[config.mk]
export PLATFORM = sky130hd
export DESIGN_NAME = reflet_bus_arbiter
export DESIGN_NICKNAME = d
export VERILOG_FILES = /design/src/rtl/reflet_bus_arbiter.sv
export SDC_FILE = /design/constraint.sdc
export NUM_CORES = 1
export LEC_CHECK = 0
export BUFFER_PORTS_ARGS = -buffer_cell sky130_fd_sc_hd__buf_2
export CORE_MARGIN = 2
export CORE_UTILIZATION = 40
export CTS_CLUSTER_DIAMETER = 150
export DETAILED_ROUTE_END_ITERATION = 8
export GPL_TIMING_DRIVEN = 0
export PLACE_DENSITY = 0.91
export SKIP_CTS_REPAIR_TIMING = 1
export SLEW_MARGIN = 20
export SYNTH_ARGS = -nofsm -noshare
export SYNTH_HDL_FRONTEND = slang
export SYNTH_SLANG_ARGS = --single-unit
[constraint.sdc]
create_clock -name clk -period 2.8 [get_ports clk]
set_input_delay 0.14 -clock clk [delete_from_list [all_inputs] [get_ports clk]]
set_output_delay 0.14 -clock clk [all_outputs]
set_load 0.02 [all_outputs]
[src/rtl/reflet_bus_arbiter.sv]
// reflet_bus_arbiter: two masters onto one memory port, master 0 priority.
// Optional REFLET_ARB_STARVATION_GUARD_EN bounds master 1's wait to `burst` grants.
module reflet_bus_arbiter #(
    parameter int wordsize = 16,
    parameter int addrSize = 16,
    parameter int burst    = 4
) (
    input  logic                clk,
    input  logic                reset,
    input  logic                m0_req,
    input  logic [addrSize-1:0] m0_addr,
    input  logic [wordsize-1:0] m0_data_out,
    input  logic                m0_write_en,
    output logic [wordsize-1:0] m0_data_in,
    output logic                m0_ack,
    input  logic                m1_req,
    input  logic [addrSize-1:0] m1_addr,
    input  logic [wordsize-1:0] m1_data_out,
    input  logic                m1_write_en,
    output logic [wordsize-1:0] m1_data_in,
    output logic                m1_ack,
    output logic                mem_enable,
    output logic [addrSize-1:0] mem_addr,
    output logic [wordsize-1:0] mem_data_out,
    output logic                mem_write_en,
    input  logic [wordsize-1:0] mem_data_in
);

    typedef enum logic [1:0] {IDLE, ISSUE, ACK} state_t;

    state_t state;
    logic   gnt;
    logic   any_req;
    logic   win1;
    logic   take;

`ifdef REFLET_ARB_STARVATION_GUARD_EN
    localparam int CW = $clog2(burst) + 1;
    localparam logic [CW-1:0] BURST_C = CW'(burst);

    logic [CW-1:0] cnt;

    assign win1 = m1_req && ((cnt == BURST_C) || !m0_req);
`else
    assign win1 = m1_req && !m0_req;
`endif

    assign any_req = m0_req | m1_req;

    // The master being acked cannot win again straight away; it goes via IDLE.
    always_comb begin
        take = 1'b0;
        unique case (state)
            IDLE:    take = any_req;
            ACK:     take = any_req && (win1 != gnt);
            default: take = 1'b0;
        endcase
    end

    always_ff @(posedge clk) begin
        if (reset) begin
            state        <= IDLE;
            gnt          <= 1'b0;
            m0_ack       <= 1'b0;
            m1_ack       <= 1'b0;
            mem_enable   <= 1'b0;
            mem_addr     <= '0;
            mem_data_out <= '0;
            mem_write_en <= 1'b0;
        end else begin
            m0_ack       <= 1'b0;
            m1_ack       <= 1'b0;
            mem_enable   <= 1'b0;
            mem_addr     <= '0;
            mem_data_out <= '0;
            mem_write_en <= 1'b0;
            unique case (state)
                IDLE, ACK: begin
                    if (take) begin
                        state        <= ISSUE;
                        gnt          <= win1;
                        mem_enable   <= 1'b1;
                        mem_addr     <= win1 ? m1_addr : m0_addr;
                        mem_data_out <= win1 ? m1_data_out : m0_data_out;
                        mem_write_en <= win1 ? m1_write_en : m0_write_en;
                    end else begin
                        state <= IDLE;
                    end
                end
                ISSUE: begin
                    state  <= ACK;
                    m0_ack <= !gnt;
                    m1_ack <= gnt;
                end
                default: state <= IDLE;
            endcase
        end
    end

`ifdef REFLET_ARB_STARVATION_GUARD_EN
    always_ff @(posedge clk) begin
        if (reset) begin
            cnt <= '0;
        end else if (take) begin
            if (win1 || !m1_req)
                cnt <= '0;
            else if (cnt != BURST_C)
                cnt <= cnt + 1'b1;
        end
    end
`endif

    // Read data passes straight through, gated so idle outputs stay zero.
    assign m0_data_in = m0_ack ? mem_data_in : '0;
    assign m1_data_in = m1_ack ? mem_data_in : '0;

endmodule

==> impl_metrics.yaml <==
timing:
  fin_crit_ns: 1.459
  max_slew.worst_pin.slew_ns: 0.3792
  period_share: 0.5211
  max_freq_mhz: 685.4
  slew_violations: 0
  finalSetupViolCount: 0
  final_hold_viol_count: 0
  fin_setup_tns_ns: 0
  relSlewSlack: 0.7468
  rsz0062_at_grt: "no"
  holdWs_ns: 0.06145
  skew_ns: 0.009333
status:
  outcome: "completed"
global_route:
  grt_pass1_wl_mm: 6.154
  grt.overflow.total: 0
  grt_pass1_vias: 1493
  antenna_found_initial: 0
  grt_max_degree: 14
  grt.total_usage: 0.1732
detailed_routing:
  vias: 1800
  wl_per_cell_um: 10.92
  first_pass_iters: 4
  ant_nets: 0
  vias_per_cell: 4.412
  drcViolationCount: 0
  wl_mm: 4.456
  first_iter_violations: 73
die:
  row_count: 23
  ios: 154
  fp.dieH_um: 68.99
  core_mm2: 0.004029
  die-width_um: 68.99
  initial_core_util: 0.4193
  die_area_mm2: 0.004759
synthesis:
  ys_ff_latch: 39
  syn-instance-count: 197
  ys_types: 19
  synth_edf_count: 0
  yosysSeqAreaShare: 0.4622
  ys_top_cells_by_area: "dfxtp_1 46%, nand2_1 15%, a21oi_2 15%"
  ys_warn_count: 0
  postSynthNetCount: 283
  syn_area_mm2: 0.001689
  async_reset_ff_frac: 0
  syn_avg_cell_area_um2: 8.574
  synthFlopType: "dfxtp_1"
  synth_top_area_cell: "dfxtp_1"
  yosysTopAreaCellShare: 0.4622
critical_path:
  reg2reg_from: "gnt"
  r2r_cells: 5
  r2r_setup_slack_ns: 1.41
  cp.required_ns: 2.66
  cp_max_fo: 10
  crit_type: "flop to output pin"
  worst_setup_path_start_kind: "flop"
  cp-end-kind: "output pin"
  cp.arrival_ns: 1.32
  r2r-end: "mem_data_out[2]"
clocking:
  clkSinkCount: 39
  cts_buffers: 5
  root_buffer: "clkbuf_8"
  clock_path_buffers: 2
  cts_tree: "built"
  htreeDepth: 2
  clkLatencyLatePin_ns: 0.29
  cts.reportedPaths.clkPinSlew_ns: 0.08
power:
  vdd.ir_drop.worst_mv: 0.2766
  leakagePower_uw: 0.001474
  p_per_area_mw_per_mm2: 507.5
  p_total_uw: 1335
layout:
  fin_util: 0.6528
  layout_commonest_cell: "buf_2"
  nets: 443
  mostFrequentLayoutCells: "157 x buf_2, 66 x nand2_1, 39 x dfxtp_1"
  syn_to_final_growth_pct: 55.70
  diodes: 0
  drive_above_1_share: 0.5587
flow_run:
  drv.max_cap_violation_count: 0
placed_design:
  globalplace.congestion: 0.6827
  dp_hpwl_mm: 3.575
  portBuffers: 153
hold_path:
  worstHoldStart: "reset"
  hold_depth: 2
  holdPathEnd: "gnt"
  hold_path.class: "input port to flop"
-- Yosys cell counts (3+ instances only) --
library cell / instances
a21oi_1: 6
a21oi_2: 28
and2_1: 32
buf_2: 4
buf_6: 6
clkbuf_1: 3
dfxtp_1: 39
inv_1: 3
nand2_1: 66
-- worst max-delay path: stages, from the launching register on --
cell,delay (ns)
dfxtp_1,0.43
clkbuf_1,0.28
and2_1,0.18
buf_2,0.16
-- cell type report --
| type | count | area (um2) |
|---|---|---|
| fillers | 349 | 1399 |
| multi-input cells | 141 | 785.8 |
| flip-flops and latches | 39 | 780.7 |
| repair buffers | 153 | 765.7 |
| plain buffers | 14 | 111.4 |
| clock buffers | 5 | 68.82 |
| well taps | 50 | 62.56 |
| clock inverters | 3 | 43.79 |
| inverters | 3 | 11.26 |
-- layer usage --
layer,vias to the layer above,global-route usage,part of all wire
met5,-,0,0
met4,0,0.05147,0.0058
met3,2,0.05519,0.091
met2,87,0.3269,0.51
met1,769,0.1816,0.39
li1,942,-,-
-- kinds of logic after synthesis --
group | synth area share
compound gates | 0.1741
xor+xnor | 0.005186
simple gates | 0.2859
flops | 0.4622
buf+inv | 0.07259
-- report_power, final --
| group | total, uW | leakage (uW) | internal, uW | switching (uW) |
|---|---|---|---|---|
| Sequential | 600 | 0.000320 | 589 | 10.6 |
| Clock | 463 | 0.0000581 | 265 | 197 |
| Combinational | 273 | 0.00110 | 117 | 156 |
| Total | 1330 | 0.00147 | 971 | 364 |
-- stage by stage --
stage | std cells | setup slack [ns] | cell area [um2]
floorplan | 197 | 1.501 | 1689
global placement | 400 | 1.437 | 2517
detailed placement | 400 | 1.423 | 2517
CTS | 408 | 1.311 | 2630
global route | 408 | 1.197 | 2630
finish | 408 | 1.341 | 2630
-- sequential cells by signal (all words and copies together) (netlist names) --
name          count
gnt               1
m0_ack            1
m1_ack            1
mem_addr         16
mem_data_out     16
mem_enable        1
mem_write_en      1
state             2
-- worst max-delay path by stage --
stage / startpoint / endpoint / slack (ns) / cells after the start
2_1_floorplan: gnt / mem_addr[0] / 1.50 / 5
3_3_place_gp: gnt / mem_addr[0] / 1.44 / 5
3_5_place_dp: gnt / mem_addr[0] / 1.42 / 5
4_1_cts: m0_ack / m0_data_in[15] / 1.31 / 3
5_1_grt: m0_ack / m0_data_in[10] / 1.20 / 3
6_report: m0_ack / m0_data_in[15] / 1.34 / 3
Note: power is estimated with default switching activity, not from simulation.
